===== src/rtl/mem_access_if.sv =====
// rtl/mem_access_if.sv - data-memory req/ack bus between the MEM stage and data memory
//
// Signals:
//   dmem_req    master->slave  request, held until ack or abort
//   dmem_we     master->slave  1 = write, 0 = read; valid while dmem_req
//   dmem_addr   master->slave  word-aligned address, stable while dmem_req
//   dmem_wdata  master->slave  store data, stable while dmem_req
//   dmem_ack    slave->master  completion, sampled on the pipeline's negedge
//   dmem_rdata  slave->master  load data, valid when dmem_ack=1
interface mem_access_if #(
    parameter int ADDR_W = 32
);
    logic              dmem_req;
    logic              dmem_we;
    logic [ADDR_W-1:0] dmem_addr;
    logic [31:0]       dmem_wdata;
    logic              dmem_ack;
    logic [31:0]       dmem_rdata;

    modport master (
        output dmem_req,
        output dmem_we,
        output dmem_addr,
        output dmem_wdata,
        input  dmem_ack,
        input  dmem_rdata
    );

    modport slave (
        input  dmem_req,
        input  dmem_we,
        input  dmem_addr,
        input  dmem_wdata,
        output dmem_ack,
        output dmem_rdata
    );
endinterface


===== src/rtl/mem_access.sv =====
// rtl/mem_access.sv - MEM stage: load/store req/ack transaction, upstream stall, write-back select
//
// Ports:
//   clock              pipeline clock; all state updates on its falling edge
//   reset_n            asynchronous active-low reset
//   ALUResult          load/store address, or pass-through result
//   memRead/memWrite   load / store request (read wins if both set)
//   memToReg           1: write back load data, 0: write back the address
//   registerFileDataB  store data
//   registerFileWrite  destination register index
//   dmem               data-memory bus (master side)
//   stall              combinational freeze of IF..EX/MEM
//   wb_valid           one-edge pulse qualifying wb_data/wb_reg
//   wb_data/wb_reg     write-back value and register index
//   misalign_err       one-edge pulse on an access with ALUResult[1:0]!=0
//   bus_error          sticky flag: memory never acknowledged within TIMEOUT edges
module mem_access #(
    parameter int ADDR_W  = 32,
    parameter int TIMEOUT = 16
) (
    input  logic                clock,
    input  logic                reset_n,
    input  logic [31:0]         ALUResult,
    input  logic                memRead,
    input  logic                memWrite,
    input  logic                memToReg,
    input  logic [31:0]         registerFileDataB,
    input  logic [3:0]          registerFileWrite,
    mem_access_if.master        dmem,
    output logic                stall,
    output logic                wb_valid,
    output logic [31:0]         wb_data,
    output logic [3:0]          wb_reg,
    output logic                misalign_err,
    output logic                bus_error
);

    // Counter only has to reach TIMEOUT-1.
    localparam int              CNT_W = (TIMEOUT > 1) ? $clog2(TIMEOUT) : 1;
    localparam logic [CNT_W-1:0] CNT_LAST = CNT_W'(TIMEOUT - 1);

    typedef enum logic {
        S_IDLE = 1'b0,
        S_WAIT = 1'b1
    } state_t;

    state_t            r_state;
    logic [CNT_W-1:0]  r_cnt;
    logic              r_req;
    logic              r_we;
    logic [ADDR_W-1:0] r_addr;
    logic [31:0]       r_alu;
    logic [31:0]       r_wdata;
    logic [3:0]        r_reg;
    logic              r_m2r;
    logic              r_wb_valid;
    logic [31:0]       r_wb_data;
    logic [3:0]        r_wb_reg;
    logic              r_misalign;
    logic              r_bus_err;

    logic w_access;
    logic w_aligned;
    logic w_last;

    assign w_access  = memRead | memWrite;
    assign w_aligned = (ALUResult[1:0] == 2'b00);
    assign w_last    = (r_cnt == CNT_LAST);

    // Stall drops in the ack/abort cycle so upstream advances on the same edge
    // the FSM returns to IDLE. Held low while reset is asserted.
    assign stall = reset_n &
                   (((r_state == S_IDLE) & w_access & w_aligned) |
                    ((r_state == S_WAIT) & ~dmem.dmem_ack & ~w_last));

    always_ff @(negedge clock or negedge reset_n) begin
        if (!reset_n) begin
            r_state    <= S_IDLE;
            r_cnt      <= '0;
            r_req      <= 1'b0;
            r_we       <= 1'b0;
            r_addr     <= '0;
            r_alu      <= '0;
            r_wdata    <= '0;
            r_reg      <= '0;
            r_m2r      <= 1'b0;
            r_wb_valid <= 1'b0;
            r_wb_data  <= '0;
            r_wb_reg   <= '0;
            r_misalign <= 1'b0;
            r_bus_err  <= 1'b0;
        end else begin
            // Pulses default low; set below only on the edge they belong to.
            r_wb_valid <= 1'b0;
            r_misalign <= 1'b0;
            case (r_state)
                S_IDLE: begin
                    if (!w_access) begin
                        r_wb_valid <= 1'b1;
                        r_wb_data  <= ALUResult;
                        r_wb_reg   <= registerFileWrite;
                    end else if (!w_aligned) begin
                        r_misalign <= 1'b1;
                    end else begin
                        r_addr  <= ALUResult[ADDR_W-1:0];
                        r_alu   <= ALUResult;
                        r_wdata <= registerFileDataB;
                        r_we    <= memWrite & ~memRead;
                        r_reg   <= registerFileWrite;
                        r_m2r   <= memToReg;
                        r_req   <= 1'b1;
                        r_cnt   <= '0;
                        r_state <= S_WAIT;
                    end
                end
                S_WAIT: begin
                    if (dmem.dmem_ack) begin
                        r_req   <= 1'b0;
                        r_state <= S_IDLE;
                        if (!r_we) begin
                            r_wb_valid <= 1'b1;
                            r_wb_data  <= r_m2r ? dmem.dmem_rdata : r_alu;
                            r_wb_reg   <= r_reg;
                        end
                    end else if (w_last) begin
                        r_req     <= 1'b0;
                        r_bus_err <= 1'b1;
                        r_state   <= S_IDLE;
                    end else begin
                        r_cnt <= r_cnt + CNT_W'(1);
                    end
                end
                default: r_state <= S_IDLE;
            endcase
        end
    end

    assign dmem.dmem_req   = r_req;
    assign dmem.dmem_we    = r_we;
    assign dmem.dmem_addr  = r_addr;
    assign dmem.dmem_wdata = r_wdata;

    assign wb_valid     = r_wb_valid;
    assign wb_data      = r_wb_data;
    assign wb_reg       = r_wb_reg;
    assign misalign_err = r_misalign;
    assign bus_error    = r_bus_err;

endmodule


===== src/flat_wrapper.sv =====
// flat-port wrapper written by rule: the top's interface ports become plain ports
module mem_access_flat 
#(
    parameter int ADDR_W  = 32,
    parameter int TIMEOUT = 16
)
  (clock, reset_n, ALUResult, memRead, memWrite, memToReg, registerFileDataB, registerFileWrite, stall, wb_valid, wb_data, wb_reg, misalign_err, bus_error, dmem_dmem_req, dmem_dmem_we, dmem_dmem_addr, dmem_dmem_wdata, dmem_dmem_ack, dmem_dmem_rdata);
  mem_access_if #(.ADDR_W(ADDR_W)) dmem_i ();
  input  logic clock;
  input  logic reset_n;
  input  logic [31:0] ALUResult;
  input  logic memRead;
  input  logic memWrite;
  input  logic memToReg;
  input  logic [31:0] registerFileDataB;
  input  logic [3:0] registerFileWrite;
  output logic stall;
  output logic wb_valid;
  output logic [31:0] wb_data;
  output logic [3:0] wb_reg;
  output logic misalign_err;
  output logic bus_error;
  output wire logic [$bits(dmem_i.dmem_req)-1:0] dmem_dmem_req;
  output wire logic [$bits(dmem_i.dmem_we)-1:0] dmem_dmem_we;
  output wire logic [$bits(dmem_i.dmem_addr)-1:0] dmem_dmem_addr;
  output wire logic [$bits(dmem_i.dmem_wdata)-1:0] dmem_dmem_wdata;
  input wire logic [$bits(dmem_i.dmem_ack)-1:0] dmem_dmem_ack;
  input wire logic [$bits(dmem_i.dmem_rdata)-1:0] dmem_dmem_rdata;
  assign dmem_dmem_req = dmem_i.dmem_req;
  assign dmem_dmem_we = dmem_i.dmem_we;
  assign dmem_dmem_addr = dmem_i.dmem_addr;
  assign dmem_dmem_wdata = dmem_i.dmem_wdata;
  assign dmem_i.dmem_ack = dmem_dmem_ack;
  assign dmem_i.dmem_rdata = dmem_dmem_rdata;
  mem_access #(.ADDR_W(ADDR_W), .TIMEOUT(TIMEOUT)) u_core (.clock(clock), .reset_n(reset_n), .ALUResult(ALUResult), .memRead(memRead), .memWrite(memWrite), .memToReg(memToReg), .registerFileDataB(registerFileDataB), .registerFileWrite(registerFileWrite), .dmem(dmem_i), .stall(stall), .wb_valid(wb_valid), .wb_data(wb_data), .wb_reg(wb_reg), .misalign_err(misalign_err), .bus_error(bus_error));
endmodule

===== config.mk =====
export PLATFORM = sky130hd
export DESIGN_NAME = mem_access_flat
export DESIGN_NICKNAME = d
export VERILOG_FILES = /design/src/rtl/mem_access_if.sv /design/src/rtl/mem_access.sv /design/src/flat_wrapper.sv
export SDC_FILE = /design/constraint.sdc
export NUM_CORES = 1
export LEC_CHECK = 0
export ABC_AREA = 1
export CORE_AREA = 3 3 121 123
export CTS_CLUSTER_DIAMETER = 200
export CTS_CLUSTER_SIZE = 14
export DETAILED_ROUTE_END_ITERATION = 16
export DIE_AREA = 0 0 124 126
export PLACE_DENSITY = 0.81
export SLEW_MARGIN = 5
export SYNTH_ARGS = -nofsm -noshare
export SYNTH_HDL_FRONTEND = slang
export SYNTH_SLANG_ARGS = --single-unit

===== constraint.sdc =====
create_clock -name clock -period 1.45 [get_ports clock]
set_input_delay 0.2175 -clock clock [delete_from_list [all_inputs] [get_ports clock]]
set_output_delay 0.2175 -clock clock [all_outputs]
set_load 0.02 [all_outputs]

Word level (Yosys, flattened, before mapping)
Cells that the tools add are included.
{"block": "word_totals", "regBits": 115, "inputBits": 106, "out_inout_bits": 106, "wordCells": 72}
{"block": "op_classes", "n_addsub": 1, "n_eq_ne": 9, "muxes": 31, "bitwise": 12, "n_reduce_logical": 6}
{"operator": "32-bit two-way mux", "n": 4}
{"operator": "32-bit one-hot mux with 2 select lines", "n": 1}
{"operator": "4-bit two-way mux", "n": 7}
{"operator": "4-bit one-hot mux with 2 select lines", "n": 2}
{"operator": "1-bit two-way mux", "n": 14}
{"operator": "3-bit AND reduction", "n": 4}
{"operator": "2-bit inequality test (second input constant)", "n": 5}
{"operator": "1-bit AND", "n": 6}
{"operator": "1-bit one-hot mux with 2 select lines", "n": 3}
{"operator": "4-bit by 1-bit adder with 4-bit output (second input constant)", "n": 1}
{"operator": "4-bit == test (second input constant)", "n": 1}
{"operator": "2-bit by 1-bit inequality test with 1-bit output (second input constant)", "n": 2}
{"operator": "1-bit inverter", "n": 4}
{"operator": "4-bit AND reduction", "n": 1}
{"operator": "3-bit inequality test (second input constant)", "n": 1}
{"operator": "2-bit logical NOT", "n": 1}
{"operator": "1-bit bitwise OR", "n": 2}

Depth between registers and ports, before layout
Gate-level depths: netlist (run 1).
{"block": "logic_depth", "depth_word": 5, "depth_mapped": 9, "mapped_depth_nobuf": 7}

==> results_dict.tcl, run 1 <==
set metrics [dict create \
    worst_pin_slew_ns 0.4577 \
    slew_violations 0 \
    die_h_um 126 \
    syn_area_per_cell_um2 7.600 \
    highest_layer "met4" \
    gp_congestion 0.7837 \
    hp-class "in -> async" \
    n_fill_cell 1036 \
    slowest_delay_ns 0.42 \
    crit_required_ns 1.23 \
    arrival_ns 2.19 \
    drv_cap 0 \
    stdcell_count 1184 \
    port_buffers 211 \
    synth-seq-cells 115 \
    final_common_cell "nand2_1" \
    ant_nets 0 \
    grt_pass1_wl_um 27050 \
    setup_violations 217 \
    dp_slack_ns -1.127 \
    synth_top_area_frac 0.5289 \
    cellLeakagePower_nw 4.855 \
    n_antenna_cell 0 \
    vdd_drop_max_v 0.0008696 \
    grt-ovfl-total 0 \
    yosys.area.top_type "dfrtn_1" \
    clk_pin_slew_ns 0.04 \
    multiInputGateArea_um2 1943 \
    path_class "reg -> out" \
    route.met3.wl_um 1688 \
    cts_root_buf "clkbuf_16" \
    ioPinCount 212 \
    synthCells 716 \
    crit_path_max_fanout 2 \
    synth_top_family_by_area "simple AND/OR/NAND/NOR gates" \
    seqCellArea_um2 2878 \
    fin_util 0.6749 \
    yosys.area_share.adder 0.002299 \
    via_count 5514 \
    synth_xor_xnor_area_share 0.001610 \
    wl_met1_um 7199 \
    violations "setup timing" \
    hold_violations 0 \
    placement.cell_area_um2 7923 \
    grt_max_degree 46 \
    seq_area_frac_synth 0.5289 \
    cp-end-kind "output pin" \
    dieArea_um2 15620 \
    synth_area_um2 5441 \
    totalWireLength_um 17690 \
    cts_hold_buf 0 \
    yosysWarningCount 0 \
    insertion_delay_ns 0.39 \
    viasPerCell 4.657 \
    htreeDepth 4 \
    cts_tree "built" \
    final_cell_mix "312 x nand2_1, 115 x dfrtn_1, 114 x buf_6, 110 x inv_1, 99 x clkdlybuf4s50_1" \
    synth_compound_area_frac 0.07427 \
    start_util 0.3951 \
    yosys.area_share.simple 0.2647 \
    die_x_um 124 \
    synth_area_leaders "dfrtn_1 53%, nand2_1 22%, inv_1 7.7%, o21ai_0 5.3%, nand3_1 3.2%" \
    start_kind "flip-flop" \
    cp_cell_sequence "ha_2, nand3_2, nand2_2, nand2_4, inv_4, nor2_4, buf_6" \
    final_area_um2 9295 \
    cts_inserted_buffers 17 \
    core.rowCount 43 \
    crit_slowest_cell "dfrtn_1" \
    clkSinkCount 115 \
    worst_slack_ns -0.9569 \
    max_slew_margin 0.6949 \
    hpwlAfterDp_um 10690 \
    finClkSkew_ns 0.005727 \
    synthMuxAreaShare 0 \
    r2r_cells 5 \
    setup_tns_ns -62.10 \
    nets 1100 \
    first_global_vias 5464 \
    area_growth_pct 70.82 \
    syn_nets 823 \
    cts_buffer_depth 2 \
    drt_first_pass_iters 5 \
    synthDistinctLibCells 21 \
    drc 0 \
    drive_gt1_frac 0.2470 \
    antenna_found_initial 0 \
    drt-initial-drc-count 322 \
    placed_cells 1104 \
    met2_wirelength_um 8419 \
    powerDensity_nw_per_um2 1453 \
    routedWlPerCell_um 14.94 \
    grt_setup_unrepaired "true" \
    core-area_um2 13770 \
    status "finished with violations" \
    gr-usage-all-layers 0.2232 \
]
## cell type report
type	instances	area share
flip-flops and latches	115	0.3096
well taps	180	0.02423
inverters	115	0.05021
clock buffers	25	0.05438
multi-input cells	448	0.2090
clock inverters	5	0.005384
repair buffers	296	0.3472
## path summary, 6_finish.rpt
path                                            start                          to  slack, ns
max reg2reg                            u_core.r_state          u_core.wb_data[23]      -0.10
min                                           reset_n            u_core.r_alu[19]       0.42
min reg2reg                u_core.dmem.dmem_wdata[19]  u_core.dmem.dmem_wdata[19]       0.45
max                                   u_core.r_cnt[1]                       stall      -0.96
min in group clock         u_core.dmem.dmem_wdata[19]  u_core.dmem.dmem_wdata[19]       0.45
max in group asynchronous                     reset_n        u_core.dmem.dmem_req       0.54
## worst max-delay path: cells and delay by family (launching register included)
family                     cells  cell delay (ns)
DFF                            1             0.42
and+or+nand+nor                4             0.28
buffers and inverters          2             0.19
adders and majority gates      1             0.19
## synthesized netlist by cell type, drive strengths merged
cell and n:
nand2 323, dfrtn 115, inv 115, o21ai 77, nand3 36, buf 32, nor2 8, clkbuf 6
ha 1, nand3b 1, o31ai 1, xnor2 1
## per-stage QoR
stage,hold slack (ns),power (mW)
global route,0.4231,14.17
detailed placement,0.4139,8.783
finish,0.4187,13.50
floorplan,0.4188,6.583
global placement,0.4155,8.714
CTS,0.4144,13.33
## layer usage
layer / global-route usage / vias up
li1: - / 2710
met1: 0.2675 / 2505
met2: 0.3703 / 263
met3: 0.07005 / 36
met4: 0.09021 / 0
met5: 0 / -
## cell families after synthesis
family                   count (synthesis)
AND/OR/NAND/NOR                        368
buffers and inverters                  153
flip-flops                             115
AO/OA/AOI/OAI                           78
XOR/XNOR                                 1
adder cells (fa/ha/maj)                  1
## timing repair
item	4_1_cts	5_1_grt
buffers inserted	24	21
endpoints found under the setup margin	220	217
resized for setup	712	21
pin swaps	6	2
cloned	5	2
## report_power, final
part | switching [mW] | internal [mW] | total [mW]
Combinational | 2.50 | 2.51 | 5.01
Clock | 1.40 | 2.55 | 3.94
Sequential | 0.547 | 4.00 | 4.55
(Power assumes the default switching activity.)
==> inputs of run 2 (changes only) <==
--- a/config.mk
+++ b/config.mk
@@ -12,7 +12,7 @@
 export DETAILED_ROUTE_END_ITERATION = 16
 export DIE_AREA = 0 0 124 126
 export PLACE_DENSITY = 0.81
-export SLEW_MARGIN = 5
+export SLEW_MARGIN = 25
 export SYNTH_ARGS = -nofsm -noshare
 export SYNTH_HDL_FRONTEND = slang
 export SYNTH_SLANG_ARGS = --single-unit
==> constraint.sdc (replaced) <==
create_clock -name clock -period 1.45 [get_ports clock]
set_input_delay 0.2175 -clock clock [delete_from_list [all_inputs] [get_ports clock]]
set_output_delay 0.2175 -clock clock [all_outputs]
set_load 0.1 [all_outputs]
==> results_dict.tcl, run 2 (synthesis gave the netlist of run 1 again) <==
set metrics [dict create \
    worst_pin_slew_ns 0.2976 \
    drt_first_pass_iters 5 \
    powerDensity_nw_per_um2 1871 \
    drive_gt1_frac 0.3205 \
    final_common_cell "nand2_1" \
    vdd_drop_max_v 0.001337 \
    gp_congestion 0.8339 \
    crit_required_ns 1.23 \
    cellLeakagePower_nw 5.607 \
    violations "setup timing" \
    start_kind "flip-flop" \
    area_growth_pct 106.5 \
    cts_tree "built" \
    cp-end-kind "output pin" \
    cts_buffer_depth 2 \
    grt_setup_unrepaired "true" \
    via_count 6191 \
    grt_max_degree 33 \
    stdcell_count 1219 \
    cp_cell_sequence "ha_2, nand3_4, nand2_4, nand2_8, inv_6, nor2_4, buf_12" \
    clk_pin_slew_ns 0.04 \
    hpwlAfterDp_um 12370 \
    n_fill_cell 756 \
    core-area_um2 13770 \
    path_class "reg -> out" \
    dieArea_um2 15620 \
    setup_tns_ns -88.51 \
    die_x_um 124 \
    ant_nets 0 \
    grt_pass1_wl_um 34470 \
    power_mw 21.01 \
    arrival_ns 2.29 \
    route.met3.wl_um 2229 \
    ioPinCount 212 \
    routedWlPerCell_um 19.87 \
    die_h_um 126 \
    cts_hold_buf 0 \
    crit_path_max_fanout 2 \
    hold_violations 0 \
    antenna_found_initial 0 \
    max_slew_margin 0.8016 \
    start_util 0.3951 \
    drc 0 \
    holdWs_ns 0.3139 \
    final_cell_mix "284 x nand2_1, 123 x buf_12, 115 x dfrtn_1, 110 x inv_1, 99 x clkdlybuf4s50_1" \
    setup_violations 217 \
    gr-usage-all-layers 0.2912 \
    slew_violations 0 \
    drv_cap 0 \
    wl_met1_um 8717 \
    port_buffers 211 \
    crit_slowest_cell "dfrtn_1" \
    status "finished with violations" \
    n_antenna_cell 0 \
    met2_wirelength_um 12290 \
    dp_slack_ns -1.060 \
    drt-initial-drc-count 477 \
    hp-class "in -> async" \
    grt-ovfl-total 0 \
    cts_root_buf "clkbuf_16" \
    finClkSkew_ns 0.006255 \
    slowest_delay_ns 0.42 \
    first_global_vias 6291 \
    totalWireLength_um 24230 \
    rrSetupSlack_ns -0.15 \
    worst_slack_ns -1.059 \
    core.rowCount 43 \
    placed_cells 1105 \
    htreeDepth 4 \
    cts_inserted_buffers 17 \
    insertion_delay_ns 0.40 \
    viasPerCell 5.079 \
    clkSinkCount 115 \
    nets 1133 \
    highest_layer "met4" \
]
run 2: cell type report:
class	count	area, um2	share of cell area
timing repair buffer	329	4847	0.4315
sequential	115	2878	0.2562
multi-input combinational	448	2130	0.1896
clock buffer	23	488.0	0.04343
inverter	115	469.2	0.04176
tap	180	225.2	0.02005
clock inverter	9	197.7	0.01760
run 2: power breakdown:
| part | internal, mW | total, mW | switching, mW |
|---|---|---|---|
| sequential | 4.00 | 4.83 | 0.834 |
| combinational | 4.20 | 11.3 | 7.09 |
| clock | 3.40 | 4.89 | 1.49 |
run 2: critical path, delay by kind of cell (launching register included):
family	cells	cell delay [ns]
adders and majority gates	1	0.22
buffers and inverters	2	0.22
DFF	1	0.42
and+or+nand+nor	4	0.31
run 2: per-layer routing:
metal	global-route usage	up-vias
li1	-	2790
met1	0.3327	2977
met3	0.08891	74
met5	0	-
met2	0.5021	350
met4	0.1198	0
run 2: timing repair:
item | in CTS | in global routing
setup buffers | 45 | 15
pin swaps | 8 | 11
gates resized for setup | 114 | 42
setup endpoints to repair | 220 | 217
gates cloned | 20 | 7
run 2: path summary, 6_finish.rpt:
check / to / from / cells past startpoint
max in group asynchronous: u_core.wb_reg[0] / reset_n / 2
min reg2reg: u_core.r_reg[1] / u_core.r_reg[1] / 2
min: u_core.r_alu[24] / reset_n / 1
max: stall / u_core.r_cnt[0] / 7
min in group clock: u_core.r_reg[1] / u_core.r_reg[1] / 2
max reg2reg: u_core.r_alu[15] / u_core.r_state / 10
run 2: metrics by stage:
stage          utilization  instance area (um2)
2_1_floorplan            -                 5562
3_3_place_gp        0.6528                 8991
3_5_place_dp        0.6528                 8991
4_1_cts             0.7910                10890
5_1_grt             0.8157                11230
6_report            0.8157                11230
